File: src/rtl/dma_axi_rd.sv
// dma_axi_rd: AXI4 read master for the DMA engine. Takes one burst request
// (addr, dma_len), issues a single INCR burst on AR, buffers R beats in a
// 2-entry FIFO and hands them to the consumer over a valid/ready databus.
// Ports: clk, rst_n (sync, active low); request valid/addr/dma_len, status
// dma_ready/error; databus rdata/data_valid/data_last/data_ready;
// AXI4 AR channel (m_axi_ar*) and R channel (m_axi_r*).
module dma_axi_rd #(
  parameter int AXI_ADDR_W = 32,
  parameter int ADDR_W     = AXI_ADDR_W,
  parameter int DMA_DATA_W = 32,
  parameter int AXI_LEN_W  = 8,
  parameter int AXI_SIZE_W = 3,
  parameter int AXI_RESP_W = 2,
  parameter int AXI_ID_W   = 4
) (
  input  logic                  clk,
  input  logic                  rst_n,
  input  logic                  valid,
  input  logic [ADDR_W-1:0]     addr,
  input  logic [AXI_LEN_W-1:0]  dma_len,
  output logic                  dma_ready,
  output logic                  error,
  output logic [DMA_DATA_W-1:0] rdata,
  output logic                  data_valid,
  output logic                  data_last,
  input  logic                  data_ready,
  output logic [AXI_ID_W-1:0]   m_axi_arid,
  output logic [ADDR_W-1:0]     m_axi_araddr,
  output logic [AXI_LEN_W-1:0]  m_axi_arlen,
  output logic [AXI_SIZE_W-1:0] m_axi_arsize,
  output logic [1:0]            m_axi_arburst,
  output logic                  m_axi_arlock,
  output logic [3:0]            m_axi_arcache,
  output logic [2:0]            m_axi_arprot,
  output logic [3:0]            m_axi_arqos,
  output logic                  m_axi_arvalid,
  input  logic                  m_axi_arready,
  input  logic [DMA_DATA_W-1:0] m_axi_rdata,
  input  logic [AXI_RESP_W-1:0] m_axi_rresp,
  input  logic                  m_axi_rlast,
  input  logic                  m_axi_rvalid,
  output logic                  m_axi_rready
);

  localparam int SIZE = $clog2(DMA_DATA_W / 8);
  localparam logic [AXI_LEN_W:0] CNT_ONE = 1;

  typedef enum logic [1:0] {
    R_ADDR_HS = 2'd0,
    R_DATA    = 2'd1,
    R_DRAIN   = 2'd2
  } state_t;

  state_t                 state;
  logic [AXI_LEN_W-1:0]   len_r;
  logic [AXI_LEN_W:0]     cnt;
  logic [1:0]             count;
  logic [DMA_DATA_W-1:0]  d0, d1;
  logic                   l0, l1;
  logic                   push, pop;
  logic                   cnt_hit, beat_last;

  assign m_axi_arid    = '0;
  assign m_axi_araddr  = addr;
  assign m_axi_arlen   = dma_len;
  assign m_axi_arsize  = SIZE[AXI_SIZE_W-1:0];
  assign m_axi_arburst = 2'b01;
  assign m_axi_arlock  = 1'b0;
  assign m_axi_arcache = 4'h2;
  assign m_axi_arprot  = 3'b010;
  assign m_axi_arqos   = 4'h0;

  assign m_axi_arvalid = (state == R_ADDR_HS) & valid & rst_n;
  assign m_axi_rready  = (state == R_DATA) & (count < 2'd2) & rst_n;

  assign push      = m_axi_rvalid & m_axi_rready;
  assign pop       = data_valid & data_ready;
  assign cnt_hit   = (cnt == {1'b0, len_r});
  // Either side ending the burst closes it; a disagreement is flagged.
  assign beat_last = cnt_hit | m_axi_rlast;

  assign rdata      = d0;
  assign data_valid = (count != 2'd0);
  assign data_last  = l0 & data_valid;

  // Two-entry FIFO: d0 is always the head, d1 the second slot.
  always_ff @(posedge clk) begin
    if (!rst_n) begin
      count <= 2'd0;
      d0    <= '0;
      d1    <= '0;
      l0    <= 1'b0;
      l1    <= 1'b0;
    end else if (push && !pop) begin
      if (count == 2'd0) begin
        d0 <= m_axi_rdata;
        l0 <= beat_last;
      end else begin
        d1 <= m_axi_rdata;
        l1 <= beat_last;
      end
      count <= count + 2'd1;
    end else if (!push && pop) begin
      d0    <= d1;
      l0    <= l1;
      count <= count - 2'd1;
    end else if (push && pop) begin
      d0 <= m_axi_rdata;
      l0 <= beat_last;
    end
  end

  always_ff @(posedge clk) begin
    if (!rst_n) begin
      state     <= R_ADDR_HS;
      dma_ready <= 1'b1;
      error     <= 1'b0;
      len_r     <= '0;
      cnt       <= '0;
    end else begin
      unique case (state)
        R_ADDR_HS: begin
          dma_ready <= !valid;
          if (valid && m_axi_arready) begin
            len_r <= dma_len;
            cnt   <= '0;
            error <= 1'b0;
            state <= R_DATA;
          end
        end
        R_DATA: begin
          dma_ready <= 1'b0;
          if (push) begin
            cnt <= cnt + CNT_ONE;
            if (m_axi_rresp != '0)
              error <= 1'b1;
            if (m_axi_rlast != cnt_hit)
              error <= 1'b1;
            if (beat_last)
              state <= R_DRAIN;
          end
        end
        R_DRAIN: begin
          dma_ready <= 1'b0;
          if (count == 2'd0)
            state <= R_ADDR_HS;
        end
        default: begin
          dma_ready <= 1'b0;
          state     <= R_ADDR_HS;
        end
      endcase
    end
  end

endmodule
File: config.mk
export PLATFORM = sky130hd
export DESIGN_NAME = dma_axi_rd
export DESIGN_NICKNAME = d
export VERILOG_FILES = /design/src/rtl/dma_axi_rd.sv
export SDC_FILE = /design/constraint.sdc
export NUM_CORES = 1
export LEC_CHECK = 0
export ABC_AREA = 1
export ABC_CLOCK_PERIOD_IN_PS = 3100
export CORE_ASPECT_RATIO = 0.6
export CORE_MARGIN = 1
export CORE_UTILIZATION = 42
export DETAILED_ROUTE_END_ITERATION = 8
export PLACE_DENSITY = 0.85
export SLEW_MARGIN = 0
export SYNTH_ARGS = -nofsm -noshare
export SYNTH_HDL_FRONTEND = slang
export SYNTH_SLANG_ARGS = --single-unit
File: constraint.sdc
create_clock -name clk -period 3.1 [get_ports clk]
set_input_delay 0.62 -clock clk [delete_from_list [all_inputs] [get_ports clk]]
set_output_delay 0.62 -clock clk [all_outputs]
set_load 0.1 [all_outputs]
==> reports/results.txt, run 1 <==
Max cap viols: 0
Class of the worst hold path: register to register
Layout cells sized above 1: 13.1%
Htree depth: 3
Routed vias: 3,894
Post-CTS Setup Inserts: 0
Min-delay src: d1[19]
CP Launch Point: m_axi_rvalid
Io pins: 180
Asr flop ratio synth: 0%
WS Path Type: input pin to register
Post-CTS Resized: 0
Final net count: 736
Final HPWL DP: 7.36 mm
# placed instances: 775
CP arrival: 2.61 ns
Die height: 80.9 um
Synthesized flop and latch total: 89
Fin cells: 791
Type of origin of the critical path: input pin
Largest net degree at the start of global routing: 49
Core footprint: 9980 um2
Clk_lat worst skew: 0.34 ns
Synthesized instance count: 610
Pint: 2.54 mW
Clock Sinks: 89
Max-slew violations: 0
Status: completed
Total GRT Usage: 19.6%
DRT Pass-1 Iters: 5
Crit path max fanout: 48
Fin. Hold Viols: 0
Sequential share of power: 27.8%
Unique masters post-synth: 29
Endpoints failing setup: 0
Slew at the pin with the worst max-slew slack: 0.695 ns
Pleak: 2.35 nW
Max VDD drop: 0.723 mV
Die ar.: 10,800 um2
Final antenna-violating net count: 0
Crit path time final: 2.34 ns
Ys flop type: dfxtp_1
Sw Ratio: 53.5%
CP Data Required Time: 3.36 ns
Clk root buf: clkbuf_16
Vias in the first global route: 3,499
Avg Cell Area, Syn: 7.15 um2
Total power density per cell area: 1060 nW/um2
P_sw: 2.93 mW
Longest Clk Path Bufs: 2
Yosys warnings: 0
Worst Setup End Kind: register
Area of placed instances: 4900 um2
Maximum clock frequency: 427 MHz
# port buffers: 94
RSZ-0062 raised after global routing: false
Top cells by count, synth: nor2_1, dfxtp_1, o21ai_0, nand2_1, buf_4
Initial DRC count: 261
Antenna Cells: 0
Global route total overflow: 0
Comb power frac: 53.9%
Most common cell in the netlist: nor2_1
Overall Power: 5.47 mW
Hold buffers post-CTS: 0
Relative slew slack: 53.6%
Final Cell Area: 5160 um2
Post-synth top area share: 40.8%
Sequential area share after synthesis: 40.8%
TritonCTS Buffers: 9
FP Rows: 28
Starting Density: 43.7%
Setup TNS: 0 ns
Initial antenna violation count: 0
CTS tree: yes
Clk pwr share: 18.2%
Mapped cell area: 4360 um2
Fin Hold WS: 0.448 ns
# DRC: 0
Via/cell ratio: 4.92
Fin crit share: 75.6%
First-pass GRT wire length: 16.6 mm
Area contributors post-synth: dfxtp_1, buf_4, nor2_1
Placer Congestion: 0.827
Die extent in x: 134 um
Clock Pin Slew Worst Setup and Hold Paths: 0.06 ns
Synth area leader: dfxtp_1
R2R Path Start: state[0]
Final WL: 10.5 mm
Post-synth EDFFs: 0
Area growth from synthesis to layout: 18.4%
Post-route clock skew: 0.00709 ns
Routed WL per cell: 13.3 um
## through the flow
| stage | setup slack, ns | utilization, % |
|---|---|---|
| global placement | 0.512 | 49.0 |
| global route | 0.555 | 51.7 |
| CTS | 0.770 | 51.7 |
| detailed placement | 0.424 | 49.0 |
| finish | 0.756 | 51.7 |
| floorplan | 0.199 | - |
## cells in the final DEF (no fill, tap or decap), types with 2 or more instances in the layout
cell type,instances
nor2_1,124
dfxtp_1,89
o21ai_0,87
nand2_1,76
buf_4,51
clkdlybuf4s50_1,47
inv_1,37
a21oi_1,33
nand3_1,23
conb_1,21
inv_2,9
o21ai_1,9
clkbuf_16,9
nor3_1,4
ha_1,4
clkbuf_1,4
nor2_2,3
xnor2_1,3
nand4_1,3
buf_12,3
o22ai_1,2
nand3_2,2
nand2_4,2
xor2_1,2
## sequential cells by signal, indices dropped and copies added (netlist names)
name,cells
rdata,32
l0,1
count,2
error,1
d1,32
state,2
cnt,9
l1,1
dma_ready,1
len_r,8
## per-layer routing
metal | up-vias | part of all wire, % | track usage (%)
met5 | - | 0 | 0
met3 | 13 | 7.5 | 7.93
li1 | 1942 | - | -
met2 | 162 | 44 | 30.5
met1 | 1777 | 48 | 25.4
met4 | 0 | 0.75 | 4.89
## final cells by class
type                       count  area, um2
fill                         952       4820
sequential                    89       1780
tap                          135        169
inverter                      46        173
multi-input combinational    403       1850
clock inverter                 2       13.8
clock buffer                  14        254
timing repair buffer         102        918
## path summary, 6_finish.rpt
check,slack [ns],cells past startpoint,end
hold reg to reg,0.45,2,d1[19]
setup reg to reg,0.99,10,d1[30]
hold / removal,0.45,2,d1[19]
setup / recovery,0.76,9,d1[29]
## power by group through the flow
stage / logic [mW] / registers (mW) / clock network, mW
after global placement: 2.91 / 1.53 / 0
final: 2.95 / 1.52 / 0.998
after detailed placement: 2.95 / 1.54 / 0
after CTS: 2.96 / 1.52 / 1.02
after global routing: 3.11 / 1.55 / 1.06
after floorplan: 1.22 / 2.88 / 0
## critical path, cell delays in order
cell and delay [ns]:
clkdlybuf4s50_1 0.49, nand3_4 0.17, inv_1 0.06, ha_1 0.23
inv_2 0.13, nor2_8 0.05, inv_2 0.51, o21ai_0 0.18
a21oi_1 0.16
## kinds of logic (layout without fill, tap and decap cells)
group                    after synthesis  count (layout)  synth area share [%]
AND/OR/NAND/NOR                      241             241                  23.3
buffers and inverters                137             164                  18.3
AO/OA/AOI/OAI                        132             132                  15.3
flip-flops                            89              89                  40.8
XOR/XNOR                               5               5                  1.00
adder cells (fa/ha/maj)                4               4                  1.15
other                                  2              21                 0.172
Power figures use the tool's default switching activity.
==> run 2: changes to the inputs <==
--- a/config.mk
+++ b/config.mk
@@ -6,12 +6,12 @@
 export NUM_CORES = 1
 export LEC_CHECK = 0
 export ABC_AREA = 1
-export ABC_CLOCK_PERIOD_IN_PS = 3100
+export ABC_CLOCK_PERIOD_IN_PS = 1920
 export CORE_ASPECT_RATIO = 0.6
 export CORE_MARGIN = 1
-export CORE_UTILIZATION = 42
+export CORE_UTILIZATION = 39
 export DETAILED_ROUTE_END_ITERATION = 8
-export PLACE_DENSITY = 0.85
+export PLACE_DENSITY = 0.83
 export SLEW_MARGIN = 0
 export SYNTH_ARGS = -nofsm -noshare
 export SYNTH_HDL_FRONTEND = slang
==> constraint.sdc (replaced) <==
create_clock -name clk -period 1.92 [get_ports clk]
set_input_delay 0.384 -clock clk [delete_from_list [all_inputs] [get_ports clk]]
set_output_delay 0.384 -clock clk [all_outputs]
set_load 0.1 [all_outputs]
==> run 2 against run 1 <==
  * The flow now finishes with violations (DRC)
  * Combinational power grew 70%
  * Clock-buffer cell count shrank 1
  * Non-clock buffer count grew 15
  * Die area grew 7.5%
  * Routed wire length shrank 3.8%
  * Worst hold slack lost 0.0026 ns
  * Cell count grew 2.4%
==> reports/results.txt, run 2 (same netlist as run 1, synthesis figures left out) <==
Maximum clock frequency: 557 MHz
Fillers: 996 (was 952)
Final HPWL DP: 7.07 mm (was 7.36 mm)
R2R setup slack: 0.16 ns (was 0.99 ns)
Initial DRC count: 294 (was 261)
TritonCTS Buffers: 9 (unchanged)
Failing checks: DRC
Max VDD drop: 1.16 mV (was 0.723 mV)
Worst R2R End: l0 (was d1[30])
CP delay by family, top: buffers and inverters (unchanged)
Pleak: 2.49 nW (was 2.35 nW)
Relative slew slack: 59.3% (was 53.6%)
CP arrival: 2.07 ns (was 2.61 ns)
Longest Clk Path Bufs: 2 (unchanged)
Largest net degree at the start of global routing: 41 (was 49)
Vias in the first global route: 3,462 (was 3,499)
Max cap viols: 0 (unchanged)
Worst Setup End Kind: register (unchanged)
First-pass GRT wire length: 16.6 mm (about the same)
Placer Congestion: 0.840 (was 0.827)
Max-slew violations: 0 (unchanged)
Pint: 4.32 mW (was 2.54 mW)
Fin. Hold Viols: 0 (unchanged)
Final net count: 751 (was 736)
P_sw: 4.79 mW (was 2.93 mW)
Area growth from synthesis to layout: 25.8% (was 18.4%)
R2R Path Start: state[0] (unchanged)
Routed vias: 3,789 (was 3,894)
Commonest non-fill, non-tap cells in the layout: nor2_1, dfxtp_1, o21ai_0, nand2_1, buf_4 (unchanged)
Post-route clock skew: 0.00619 ns (was 0.00709 ns)
Final core occ: 51.3% (was 51.7%)
Total power density per cell area: 1660 nW/um2 (was 1060 nW/um2)
Area of placed instances: 5200 um2 (was 4900 um2)
Fin Hold WS: 0.445 ns (was 0.448 ns)
Die extent in x: 139 um (was 134 um)
RSZ-0062 raised after global routing: false (unchanged)
Clock Sinks: 89 (unchanged)
Fin cells: 810 (was 791)
GRT met3 Usage: 7.69% (was 7.93%)
Type of origin of the critical path: input pin (unchanged)
Die ar.: 11,600 um2 (was 10,800 um2)
Crit-path slowest cell: clkdlybuf4s50_1 (was inv_2)
GR Util met2: 25.8% (was 30.5%)
CTS tree: yes (unchanged)
FP Rows: 29 (was 28)
Fin crit share: 93.4%
Comb power frac: 55.0% (was 53.9%)
Antenna Cells: 0 (unchanged)
Sw Ratio: 52.6% (was 53.5%)
# port buffers: 94 (unchanged)
Initial antenna violation count: 0 (unchanged)
Clk pwr share: 18.0% (was 18.2%)
Final WL: 10.1 mm (was 10.5 mm)
Hold buffers post-CTS: 0 (unchanged)
Io pins: 180 (unchanged)
CP Launch Point: m_axi_rvalid (unchanged)
Buf+Inv Stages, Crit Path: 4 (unchanged)
Global route total overflow: 0 (unchanged)
Final Cell Area: 5490 um2 (was 5160 um2)
# DRC: 14 (was 0)
Clk root buf: clkbuf_16 (unchanged)
Setup TNS: 0 ns (unchanged)
Via/cell ratio: 4.68 (was 4.92)
Most used cell, CP: nor2_1 (was inv_2)
Slew at the pin with the worst max-slew slack: 0.610 ns (was 0.695 ns)
Place WS: -0.223 ns (was 0.424 ns)
Setup ws final: 0.126 ns (was 0.756 ns)
WP depth: 10 (was 9)
Endpoints failing setup: 0 (unchanged)
Met1 global-route usage: 23.7% (was 25.4%)
Class of the worst hold path: register to register (unchanged)
Clock Pin Slew Worst Setup and Hold Paths: 0.06 ns (about the same)
Htree depth: 3 (unchanged)
CP peak stage delay: 0.48 ns (was 0.51 ns)
# placed instances: 794 (was 775)
Crit path time final: 1.79 ns
GRT busiest layer: met2 (unchanged)
Starting Density: 40.7% (was 43.7%)
FF-to-FF path depth: 12 (was 10)
Total GRT Usage: 17.9% (was 19.6%)
Status: complete, but fails checks (was completed)
Crit path max fanout: 36 (was 48)
CP Data Required Time: 2.19 ns (was 3.36 ns)
WS Path Type: input pin to register (unchanged)
Clk_lat worst skew: 0.34 ns (about the same)
DRT Pass-1 Iters: 6 (was 5)
Core footprint: 10,700 um2 (was 9980 um2)
Overall Power: 9.11 mW (was 5.47 mW)
Die height: 83.9 um (was 80.9 um)
Sequential share of power: 27.0% (was 27.8%)
CP endpoint: rdata[23] (was d1[29])
CP Cell Sequence: clkdlybuf4s50_1, nand3_4, inv_1, ha_1, inv_2, nand2_2, buf_12, o21ai_0, nor2_1, nor2_1 (was clkdlybuf4s50_1, nand3_4, inv_1, ha_1, inv_2, nor2_8, inv_2, o21ai_0, a21oi_1)
Final antenna-violating net count: 0 (unchanged)
Post-CTS Setup Inserts: 0 (unchanged)
Commonest non-fill, non-tap cell in the layout: nor2_1 (unchanged)
Routed WL per cell: 12.5 um (was 13.3 um)
Layout cells sized above 1: 16.1% (was 13.1%)
==> run 2: changes by cell type in the layout (fill, tap and decap cells not counted), sizes merged <==
cell	delta
buf	+15
clkbuf	-1
clkinv	+1
==> run 2: worst min-delay path by stage <==
stage / endpoint / from / slack [ns] / cells after the start
5_1_grt: d1[26] / d1[26] / 0.47 / 2
3_5_place_dp: d1[16] / d1[16] / 0.44 / 2
6_report: d1[16] / d1[16] / 0.45 / 2
3_3_place_gp: d1[15] / d1[15] / 0.44 / 2
4_1_cts: d1[19] / d1[19] / 0.45 / 2
2_1_floorplan: d1[18] / d1[18] / 0.42 / 2
==> run 2: what timing repair did <==
item,in CTS,in global routing
endpoints found under the hold margin,0,0
gates resized for setup,0,5
setup endpoints to repair,0,56
==> run 2: tightest hold or removal path, delay by kind of cell, from the launching register on <==
| kind | cells | cell delay, ns |
|---|---|---|
| buffers and inverters | 1 | 0.05 |
| AO/OA/AOI/OAI | 1 | 0.05 |
| flip-flops | 1 | 0.29 |
==> run 2: per-layer routing <==
metal,part of all wire (%),vias to the layer above,wire (um)
li1,-,1978,-
met5,0,-,0
met1,50,1653,5000
met2,40,144,4050
met4,1.0,0,102
met3,9.3,14,935
==> run 2: area by class of cell <==
cell class              instances  area (um2)  area share, %
clock buffers                  13         260           4.74
clock inverters                 3        15.0          0.274
inverters                      46         173           3.15
multi-input cells             403        1890           34.4
flip-flops and latches         89        1780           32.5
well taps                     139         174           3.17
repair buffers                117        1190           21.8
==> run 2: power groups by stage <==
stage | sequential [mW] | clock [mW] | combinational (mW)
after CTS | 2.46 | 1.68 | 5.03
after global routing | 2.51 | 1.76 | 5.28
after global placement | 2.49 | 0 | 4.96
final | 2.46 | 1.64 | 5.01
after detailed placement | 2.48 | 0 | 5.01
after floorplan | 4.64 | 0 | 2.02
